<file path="src/rtl/cpu_types_pkg.sv">
// Shared core types plus the ID/EX register layout and its bubble value.
package cpu_types_pkg;

  typedef logic [31:0] word_t;
  typedef logic [4:0]  regbits_t;

  typedef enum logic [3:0] {
    ALU_SLL  = 4'd0,
    ALU_SRL  = 4'd1,
    ALU_ADD  = 4'd2,
    ALU_SUB  = 4'd3,
    ALU_AND  = 4'd4,
    ALU_OR   = 4'd5,
    ALU_XOR  = 4'd6,
    ALU_NOR  = 4'd7,
    ALU_SLT  = 4'd8,
    ALU_SLTU = 4'd9
  } aluop_t;

  localparam word_t NOP_INSTR = 32'h0000_0000;

  typedef struct packed {
    word_t    imemload;
    word_t    npc;
    word_t    rdat1;
    word_t    rdat2;
    logic     regwrite;
    logic     memread;
    logic     memwrite;
    logic     alusrc;
    logic     branch;
    logic     jump;
    logic [1:0] memtoreg;
    aluop_t   aluop;
    regbits_t branchdest;
    logic     valid;
  } id_ex_t;

  // SLL $0,$0,0 with every control bit cleared and the slot marked empty.
  localparam id_ex_t BUBBLE_ID_EX = '{
    imemload:   NOP_INSTR,
    npc:        '0,
    rdat1:      '0,
    rdat2:      '0,
    regwrite:   1'b0,
    memread:    1'b0,
    memwrite:   1'b0,
    alusrc:     1'b0,
    branch:     1'b0,
    jump:       1'b0,
    memtoreg:   2'd0,
    aluop:      ALU_SLL,
    branchdest: '0,
    valid:      1'b0
  };

endpackage

</file>
<file path="src/rtl/id_ex_latch_if.sv">
// Decode-side inputs and execute-side outputs of the ID/EX pipeline register.
interface id_ex_latch_if;
  import cpu_types_pkg::*;

  logic       pipe_en;
  logic       flush;
  word_t      imemload_if_id_output;
  word_t      npc_if_id_output;
  word_t      rdat1;
  word_t      rdat2;
  logic       regwrite;
  logic       memread;
  logic       memwrite;
  logic       alusrc;
  logic       branch;
  logic       jump;
  logic [1:0] memtoreg;
  aluop_t     aluop;
  regbits_t   branchdest_input;

  word_t      imemload_id_ex_output;
  word_t      npc_id_ex_output;
  word_t      rdat1_id_ex_output;
  word_t      rdat2_id_ex_output;
  logic       regwrite_id_ex_output;
  logic       memread_id_ex_output;
  logic       memwrite_id_ex_output;
  logic       alusrc_id_ex_output;
  logic       branch_id_ex_output;
  logic       jump_id_ex_output;
  logic [1:0] memtoreg_id_ex_output;
  aluop_t     aluop_id_ex_output;
  regbits_t   branchdest_id_ex_output;
  logic       valid_id_ex_output;
  logic       stall_id;

  modport master (
    output pipe_en, flush, imemload_if_id_output, npc_if_id_output, rdat1, rdat2,
           regwrite, memread, memwrite, alusrc, branch, jump, memtoreg, aluop,
           branchdest_input,
    input  imemload_id_ex_output, npc_id_ex_output, rdat1_id_ex_output,
           rdat2_id_ex_output, regwrite_id_ex_output, memread_id_ex_output,
           memwrite_id_ex_output, alusrc_id_ex_output, branch_id_ex_output,
           jump_id_ex_output, memtoreg_id_ex_output, aluop_id_ex_output,
           branchdest_id_ex_output, valid_id_ex_output, stall_id
  );

  modport slave (
    input  pipe_en, flush, imemload_if_id_output, npc_if_id_output, rdat1, rdat2,
           regwrite, memread, memwrite, alusrc, branch, jump, memtoreg, aluop,
           branchdest_input,
    output imemload_id_ex_output, npc_id_ex_output, rdat1_id_ex_output,
           rdat2_id_ex_output, regwrite_id_ex_output, memread_id_ex_output,
           memwrite_id_ex_output, alusrc_id_ex_output, branch_id_ex_output,
           jump_id_ex_output, memtoreg_id_ex_output, aluop_id_ex_output,
           branchdest_id_ex_output, valid_id_ex_output, stall_id
  );

endinterface

</file>
<file path="src/rtl/id_ex_latch_hazard_detect.sv">
// Load-use hazard between the load in ID/EX and the instruction in decode.
module hazard_detect
  import cpu_types_pkg::*;
(
  input  logic     valid_i,
  input  logic     memread_i,
  input  regbits_t dest_i,
  input  regbits_t rs_i,
  input  regbits_t rt_i,
  input  logic     flush_eff_i,
  output logic     hazard_o,
  output logic     stall_o
);

  always_comb begin
    hazard_o = valid_i & memread_i & (dest_i != '0) &
               ((dest_i == rs_i) | (dest_i == rt_i));
    // A pending squash kills the decode instruction, so holding it is pointless.
    stall_o  = hazard_o & ~flush_eff_i;
  end

endmodule

</file>
<file path="src/rtl/id_ex_latch.sv">
// ID/EX pipeline register with load-use bubble insertion and deferred flush.
module id_ex_latch
  import cpu_types_pkg::*;
(
  input  logic             CLK,
  input  logic             RST,
  id_ex_latch_if.slave     bus
);

  id_ex_t id_ex_q, id_ex_d;
  id_ex_t id_ex_in;
  logic   flush_pend_q, flush_pend_d;
  logic   flush_eff;
  logic   hazard;

  assign flush_eff = bus.flush | flush_pend_q;

  hazard_detect u_hazard_detect (
    .valid_i     (id_ex_q.valid),
    .memread_i   (id_ex_q.memread),
    .dest_i      (id_ex_q.branchdest),
    .rs_i        (bus.imemload_if_id_output[25:21]),
    .rt_i        (bus.imemload_if_id_output[20:16]),
    .flush_eff_i (flush_eff),
    .hazard_o    (hazard),
    .stall_o     (bus.stall_id)
  );

  always_comb begin
    id_ex_in = '{
      imemload:   bus.imemload_if_id_output,
      npc:        bus.npc_if_id_output,
      rdat1:      bus.rdat1,
      rdat2:      bus.rdat2,
      regwrite:   bus.regwrite,
      memread:    bus.memread,
      memwrite:   bus.memwrite,
      alusrc:     bus.alusrc,
      branch:     bus.branch,
      jump:       bus.jump,
      memtoreg:   bus.memtoreg,
      aluop:      bus.aluop,
      branchdest: bus.branchdest_input,
      valid:      1'b1
    };
  end

  always_comb begin
    id_ex_d      = id_ex_q;
    flush_pend_d = flush_pend_q | bus.flush;
    if (bus.pipe_en) begin
      flush_pend_d = 1'b0;
      id_ex_d      = (flush_eff | hazard) ? BUBBLE_ID_EX : id_ex_in;
    end
  end

  always_ff @(posedge CLK) begin
    if (RST) begin
      id_ex_q      <= BUBBLE_ID_EX;
      flush_pend_q <= 1'b0;
    end else begin
      id_ex_q      <= id_ex_d;
      flush_pend_q <= flush_pend_d;
    end
  end

  assign bus.imemload_id_ex_output   = id_ex_q.imemload;
  assign bus.npc_id_ex_output        = id_ex_q.npc;
  assign bus.rdat1_id_ex_output      = id_ex_q.rdat1;
  assign bus.rdat2_id_ex_output      = id_ex_q.rdat2;
  assign bus.regwrite_id_ex_output   = id_ex_q.regwrite;
  assign bus.memread_id_ex_output    = id_ex_q.memread;
  assign bus.memwrite_id_ex_output   = id_ex_q.memwrite;
  assign bus.alusrc_id_ex_output     = id_ex_q.alusrc;
  assign bus.branch_id_ex_output     = id_ex_q.branch;
  assign bus.jump_id_ex_output       = id_ex_q.jump;
  assign bus.memtoreg_id_ex_output   = id_ex_q.memtoreg;
  assign bus.aluop_id_ex_output      = id_ex_q.aluop;
  assign bus.branchdest_id_ex_output = id_ex_q.branchdest;
  assign bus.valid_id_ex_output      = id_ex_q.valid;

endmodule
</file>
<file path="src/flat_wrapper.sv">
// flat-port wrapper written by rule: the top's interface ports become plain ports
module id_ex_latch_flat import cpu_types_pkg::*;
  (CLK, RST, bus_pipe_en, bus_flush, bus_imemload_if_id_output, bus_npc_if_id_output, bus_rdat1, bus_rdat2, bus_regwrite, bus_memread, bus_memwrite, bus_alusrc, bus_branch, bus_jump, bus_memtoreg, bus_aluop, bus_branchdest_input, bus_imemload_id_ex_output, bus_npc_id_ex_output, bus_rdat1_id_ex_output, bus_rdat2_id_ex_output, bus_regwrite_id_ex_output, bus_memread_id_ex_output, bus_memwrite_id_ex_output, bus_alusrc_id_ex_output, bus_branch_id_ex_output, bus_jump_id_ex_output, bus_memtoreg_id_ex_output, bus_aluop_id_ex_output, bus_branchdest_id_ex_output, bus_valid_id_ex_output, bus_stall_id);
  id_ex_latch_if bus_i ();
  input  logic CLK;
  input  logic RST;
  input wire logic [$bits(bus_i.pipe_en)-1:0] bus_pipe_en;
  input wire logic [$bits(bus_i.flush)-1:0] bus_flush;
  input wire logic [$bits(bus_i.imemload_if_id_output)-1:0] bus_imemload_if_id_output;
  input wire logic [$bits(bus_i.npc_if_id_output)-1:0] bus_npc_if_id_output;
  input wire logic [$bits(bus_i.rdat1)-1:0] bus_rdat1;
  input wire logic [$bits(bus_i.rdat2)-1:0] bus_rdat2;
  input wire logic [$bits(bus_i.regwrite)-1:0] bus_regwrite;
  input wire logic [$bits(bus_i.memread)-1:0] bus_memread;
  input wire logic [$bits(bus_i.memwrite)-1:0] bus_memwrite;
  input wire logic [$bits(bus_i.alusrc)-1:0] bus_alusrc;
  input wire logic [$bits(bus_i.branch)-1:0] bus_branch;
  input wire logic [$bits(bus_i.jump)-1:0] bus_jump;
  input wire logic [$bits(bus_i.memtoreg)-1:0] bus_memtoreg;
  input wire logic [$bits(bus_i.aluop)-1:0] bus_aluop;
  input wire logic [$bits(bus_i.branchdest_input)-1:0] bus_branchdest_input;
  output wire logic [$bits(bus_i.imemload_id_ex_output)-1:0] bus_imemload_id_ex_output;
  output wire logic [$bits(bus_i.npc_id_ex_output)-1:0] bus_npc_id_ex_output;
  output wire logic [$bits(bus_i.rdat1_id_ex_output)-1:0] bus_rdat1_id_ex_output;
  output wire logic [$bits(bus_i.rdat2_id_ex_output)-1:0] bus_rdat2_id_ex_output;
  output wire logic [$bits(bus_i.regwrite_id_ex_output)-1:0] bus_regwrite_id_ex_output;
  output wire logic [$bits(bus_i.memread_id_ex_output)-1:0] bus_memread_id_ex_output;
  output wire logic [$bits(bus_i.memwrite_id_ex_output)-1:0] bus_memwrite_id_ex_output;
  output wire logic [$bits(bus_i.alusrc_id_ex_output)-1:0] bus_alusrc_id_ex_output;
  output wire logic [$bits(bus_i.branch_id_ex_output)-1:0] bus_branch_id_ex_output;
  output wire logic [$bits(bus_i.jump_id_ex_output)-1:0] bus_jump_id_ex_output;
  output wire logic [$bits(bus_i.memtoreg_id_ex_output)-1:0] bus_memtoreg_id_ex_output;
  output wire logic [$bits(bus_i.aluop_id_ex_output)-1:0] bus_aluop_id_ex_output;
  output wire logic [$bits(bus_i.branchdest_id_ex_output)-1:0] bus_branchdest_id_ex_output;
  output wire logic [$bits(bus_i.valid_id_ex_output)-1:0] bus_valid_id_ex_output;
  output wire logic [$bits(bus_i.stall_id)-1:0] bus_stall_id;
  assign bus_i.pipe_en = bus_pipe_en;
  assign bus_i.flush = bus_flush;
  assign bus_i.imemload_if_id_output = bus_imemload_if_id_output;
  assign bus_i.npc_if_id_output = bus_npc_if_id_output;
  assign bus_i.rdat1 = bus_rdat1;
  assign bus_i.rdat2 = bus_rdat2;
  assign bus_i.regwrite = bus_regwrite;
  assign bus_i.memread = bus_memread;
  assign bus_i.memwrite = bus_memwrite;
  assign bus_i.alusrc = bus_alusrc;
  assign bus_i.branch = bus_branch;
  assign bus_i.jump = bus_jump;
  assign bus_i.memtoreg = bus_memtoreg;
  assign bus_i.aluop = bus_aluop;
  assign bus_i.branchdest_input = bus_branchdest_input;
  assign bus_imemload_id_ex_output = bus_i.imemload_id_ex_output;
  assign bus_npc_id_ex_output = bus_i.npc_id_ex_output;
  assign bus_rdat1_id_ex_output = bus_i.rdat1_id_ex_output;
  assign bus_rdat2_id_ex_output = bus_i.rdat2_id_ex_output;
  assign bus_regwrite_id_ex_output = bus_i.regwrite_id_ex_output;
  assign bus_memread_id_ex_output = bus_i.memread_id_ex_output;
  assign bus_memwrite_id_ex_output = bus_i.memwrite_id_ex_output;
  assign bus_alusrc_id_ex_output = bus_i.alusrc_id_ex_output;
  assign bus_branch_id_ex_output = bus_i.branch_id_ex_output;
  assign bus_jump_id_ex_output = bus_i.jump_id_ex_output;
  assign bus_memtoreg_id_ex_output = bus_i.memtoreg_id_ex_output;
  assign bus_aluop_id_ex_output = bus_i.aluop_id_ex_output;
  assign bus_branchdest_id_ex_output = bus_i.branchdest_id_ex_output;
  assign bus_valid_id_ex_output = bus_i.valid_id_ex_output;
  assign bus_stall_id = bus_i.stall_id;
  id_ex_latch u_core (.CLK(CLK), .RST(RST), .bus(bus_i));
endmodule
</file>
<file path="config.mk">
export PLATFORM = sky130hd
export DESIGN_NAME = id_ex_latch_flat
export DESIGN_NICKNAME = d
export VERILOG_FILES = /design/src/rtl/cpu_types_pkg.sv /design/src/rtl/id_ex_latch_if.sv /design/src/rtl/id_ex_latch_hazard_detect.sv /design/src/rtl/id_ex_latch.sv /design/src/flat_wrapper.sv
export SDC_FILE = /design/constraint.sdc
export NUM_CORES = 1
export LEC_CHECK = 0
export BUFFER_PORTS_ARGS = -buffer_cell sky130_fd_sc_hd__clkbuf_2
export CAP_MARGIN = 20
export CELL_PAD_IN_SITES_DETAIL_PLACEMENT = 1
export CELL_PAD_IN_SITES_GLOBAL_PLACEMENT = 2
export CORE_ASPECT_RATIO = 1.25
export CORE_MARGIN = 2
export CORE_UTILIZATION = 28
export CTS_CLUSTER_SIZE = 12
export DETAILED_ROUTE_END_ITERATION = 10
export GPL_TIMING_DRIVEN = 0
export PLACE_DENSITY = 0.89
export REMOVE_ABC_BUFFERS = 1
export SYNTH_ARGS = -nofsm -noshare
export SYNTH_HDL_FRONTEND = slang
export SYNTH_HIERARCHICAL = 1
export SYNTH_SLANG_ARGS = --single-unit
</file>
<file path="constraint.sdc">
create_clock -name CLK -period 3.5 [get_ports CLK]
set_clock_uncertainty 0.05 [all_clocks]
set_input_delay 0.35 -clock CLK [delete_from_list [all_inputs] [get_ports CLK]]
set_output_delay 0.35 -clock CLK [all_outputs]
set_load 0.02 [all_outputs]
</file>
## Word-level counts from Yosys, hierarchy flattened

Index checks and enable logic that the tools add are counted.

| operators by class | value |
|---|---|
| mux-type cells | 1 |
| bitwise logic cells | 8 |
| eq/ne operators | 2 |
| reduce and logical (&&, ||, !) cells | 2 |

Operators with widths:

| operator | number |
|---|---|
| $mux 146 | 1 |
| $eq 5x5->1 | 2 |
| $reduce_bool 5->1 | 1 |
| $and 1x1->1 | 4 |
| $or 1x1->1 | 3 |
| $reduce_or 2->1 | 1 |
| $not 1->1 | 1 |

| word-level totals | value |
|---|---|
| input port bits | 149 |
| bits in registers | 147 |
| output and inout port bits | 147 |
| word-level logic and storage cells | 28 |

## Longest topological paths before layout

| logic depth | value |
|---|---|
| word-level depth | 5 |
| depth in mapped cells | 8 |

## Modules after synthesis

The synthesis kept the hierarchy.

Modules (own cells, without submodules):

| module | instances | area each (µm²) | cells an instance | sequential area each (µm²) |
|---|---|---|---|---|
| id_ex_latch | 1 | 4,988.5 | 345 | 2,942.8 |
| hazard_detect | 1 | 157.7 | 20 | 0.0 |

## Worst setup path after synthesis

Ideal clock, no wire load.

| path | value |
|---|---|
| kind | register -> register |
| start | register u_core.id_ex_q, in the netlist u_core/bus.branchdest_id_ex_output[2] |
| end | register u_core.id_ex_q, in the netlist u_core/bus.imemload_id_ex_output[18] |
| setup slack | 1.449 ns |
| cell stages (with the launch flop) | 8 |
| arrival time | 1.941 ns |
| clock period less this slack | 2.051 ns |
| buffers on the path | 2 |
| data required time | 3.390 ns |
| path through | dfxtp_1 or4_1 nor2_2 nor3_1 nor4_4 buf_12 buf_12 a32o_2 |

| between the ends | value |
|---|---|
| word-level cells in the longest chain between the ends | 5 |
| elaborated cells on any way between the ends | 8 |
| classes of those cells | eq/ne (2); mux (1); bitwise (4); reduce/logical (1) |

Ends and longest elaborated chain:

| element | line | text |
|---|---|---|
| start, declared | id_ex_latch.sv:10 | `id_ex_t id_ex_q, id_ex_d;` |
| start signal, assigned | id_ex_latch.sv:62 | `id_ex_q <= id_ex_d;` |
| $eq 5x5->1 or $reduce_bool 5->1 (tied branches) | id_ex_latch_hazard_detect.sv:17, id_ex_latch_hazard_detect.sv:16 |  |
| $or 1x1->1 or $and 1x1->1 (tied branches) | id_ex_latch_hazard_detect.sv:17, id_ex_latch_hazard_detect.sv:16 |  |
| $and 1x1->1 (*) | id_ex_latch_hazard_detect.sv:16 | `hazard_o = valid_i & memread_i & (dest_i != '0) &` |
| named net u_core.hazard | id_ex_latch.sv:14 | `logic hazard;` |
| $or 1x1->1 (*) | id_ex_latch.sv:53 | `id_ex_d = (flush_eff \| hazard) ? BUBBLE_ID_EX : id_ex_in;` |
| $mux 146 (*) | id_ex_latch.sv:53 |  |

The timed path passes the listed nets; every way through them passes the cells marked *.
A chain may end at the register's enable or synchronous reset.

## Worst setup path in the final report

| path | value |
|---|---|
| start | register u_core.id_ex_q, in the netlist u_core/bus.branchdest_id_ex_output[2] |
| end | register u_core.id_ex_q, in the netlist u_core/bus.npc_id_ex_output[13] |

Same word-level chain as after synthesis.

==> run summary <==
total global routing track utilization - 15.8%
initial antenna violation count - 0
pin count of the biggest net entering global routing - 87
final-report hold violation count - 0
Initial Util - 28.5%
synthesis-stage register bit count - 147
setup violators final - 0
DIE AREA - 19500 um^2
Max Freq - 0.328 GHz
finished layout cell area - 7320 um^2
hold-fix buffers at CTS - 0
Area Overhead vs Synth - 42.2%
I/O pin count - 296
DR WL met3 - 925 um
Filler Cell Count - 2014
crit path time final - 3.05 ns
Power Density - 567 nW/um^2
gr ovfl total - 0
Cell Count, Final, Fillers Out - 882
Core Footprint - 18000 um^2
clk sinks - 147
vias in the first global route - 4676
Cell Area, Placed - 6690 um^2
CTS resizes - 0
routed vias - 4447
Mapped Cells - 365
post-DR wirelength/cell - 18.2 um
critical path endpoint category - register
GPL Wtd Cong - 0.728
Antenna Nets Post-Route - 0
worst skew pair latency - 0.41 ns
Mean Syn Cell Area - 14.1 um^2
worst-path fanout max - 22
Post-CTS Setup Inserts - 0
DR pass1 iterations - 4
Tightest Hold Check Type - in2reg
synthesized area - 5150 um^2
CTS H-tree depth - 4
Worst Path Arrival - 3.35 ns
fin crit share - 87.2%
First DRT Iteration DRCs - 231
P_leak - 3.91 nW
Critical Path RT - 3.80 ns
DRC viols - 0
startpoint types - register
I/O Buffers - 295
register area share after synthesis - 57.2%
nets@finish - 791
Slew HR - 34.8%
max cap viols - 0
Clock Path Buffers - 2
Least-Margin Pin Slew - 0.971 ns
Core Rows - 55
CTS buffer count - 17
placed instance count - 851
Post-Route WL - 16000 um
DR vias/cell - 5.04
DP Wirelength - 11900 um
Reg clk slew, reported paths - 0.06 ns
layout cells sized above 1 - 69.1%
post-synth cell types - 22
status - finished clean
Warnings, synthesis - 6
Crit Path Category - reg2reg
worst ir drop on vdd - 0.260 mV
RSZ-0062 raised after global routing - no
CTS tree - done
n_diodes - 0
Die Ht - 156 um
final slew viol count - 0
DRT met1 WL - 5890 um
Final Util - 40.6%
Die W - 125 um
metal2 WL - 8840 um
first-pass GRT wire length - 24800 um
CTS Root Cell - clkbuf_16
Top Layer Used - met4
==> report_power, final <==
part,switching [mW],total (mW),internal (mW)
sequential,0.0383,1.78,1.74
combinational,0.247,0.436,0.189
clock,0.704,1.93,1.23
==> placed cells by master (no fill, tap or decap), types with 2 or more instances in the layout <==
cell         n
a32o_1      36
a32o_2     109
buf_12       2
buf_16       2
buf_6        5
buf_8        2
bufinv_16    4
clkbuf_16   17
clkbuf_2   294
clkbuf_8     2
clkinv_2     3
clkinv_4     2
dfxtp_1    147
inv_6        2
nor2_1       2
nor3_2       2
xor2_1      10
==> kinds of logic after synthesis <==
kind of cell,count (synthesis),share of synthesized area [%]
compound gates,147,31.2
xor+xnor,10,1.70
buf+inv,48,8.00
flops,147,57.2
simple gates,13,1.95
==> metal layers <==
metal  vias to the layer above  GRT usage, %
met3                        19          4.49
met4                         0          6.61
li1                       2071             -
met1                      2190          16.9
met2                       167          29.2
met5                         -             0
==> Yosys cell counts <==
library cell / instances / area, um^2
dfxtp_1: 147 / 2940
buf_12: 11 / 220
nor4_4: 1 / 21.3
a22o_1: 1 / 8.76
nor3_2: 2 / 20.0
nand2_1: 1 / 3.75
nor4_2: 1 / 12.5
nor3_1: 1 / 5.00
or4_1: 1 / 7.51
clkbuf_1: 28 / 105
a22oi_1: 1 / 7.51
a32o_1: 36 / 360
nor2_1: 3 / 11.3
nor2_2: 1 / 6.26
buf_6: 2 / 22.5
a32o_2: 109 / 1230
buf_2: 3 / 15.0
buf_8: 3 / 45.0
or2_1: 1 / 6.26
buf_1: 1 / 3.75
and2_1: 1 / 6.26
xor2_1: 10 / 87.6
==> cell type report <==
| class | instances | area (um^2) | share of cell area [%] |
|---|---|---|---|
| flip-flops and latches | 147 | 2940 | 40.2 |
| repair buffers | 306 | 1660 | 22.7 |
| multi-input cells | 170 | 1800 | 24.6 |
| clock inverters | 12 | 178 | 2.43 |
| well taps | 228 | 285 | 3.90 |
| clock buffers | 19 | 453 | 6.19 |
==> final timing paths <==
path / endpoint / slack [ns] / start / cells past startpoint
hold reg to reg: u_core/bus.npc_id_ex_output[16]$_SDFFE_PP0P_ / 0.41 / u_core/bus.npc_id_ex_output[16]$_SDFFE_PP0P_ / 1
setup reg to reg: u_core/bus.npc_id_ex_output[13]$_SDFFE_PP0P_ / 0.45 / u_core/bus.branchdest_id_ex_output[2]$_SDFFE_PP0P_ / 8
setup / recovery: u_core/bus.npc_id_ex_output[13]$_SDFFE_PP0P_ / 0.45 / u_core/bus.branchdest_id_ex_output[2]$_SDFFE_PP0P_ / 8
hold / removal: u_core/bus.branchdest_id_ex_output[2]$_SDFFE_PP0P_ / 0.14 / bus_branchdest_input[2] / 2
==> state kept, by name (all words and copies together) (netlist names), 2 cells and up <==
signal / flops
u_core/bus.aluop_id_ex_output: 4
u_core/bus.branchdest_id_ex_output: 5
u_core/bus.imemload_id_ex_output: 32
u_core/bus.memtoreg_id_ex_output: 2
u_core/bus.npc_id_ex_output: 32
u_core/bus.rdat1_id_ex_output: 32
u_core/bus.rdat2_id_ex_output: 32
==> per-stage QoR <==
stage	hold slack, ns	setup slack [ns]	total power, mW	setup TNS (ns)
floorplan	0.433	-1.82	2.01	-250.48
global placement	0.396	-5.94	2.21	-849.41
detailed placement	0.405	0.477	2.25	0
CTS	0.117	0.415	4.20	0
global route	0.111	0.217	4.32	0
finish	0.136	0.448	4.15	0
==> critical path: stages, from the launching register on <==
cell and delay (ns):
dfxtp_1 0.36, or4_1 0.56, nor2_2 0.14, nor3_1 0.09, nor4_4 0.82, buf_6 0.30
buf_6 0.23, buf_8 0.21, a32o_1 0.20
Note: power is estimated with default switching activity, not from simulation.
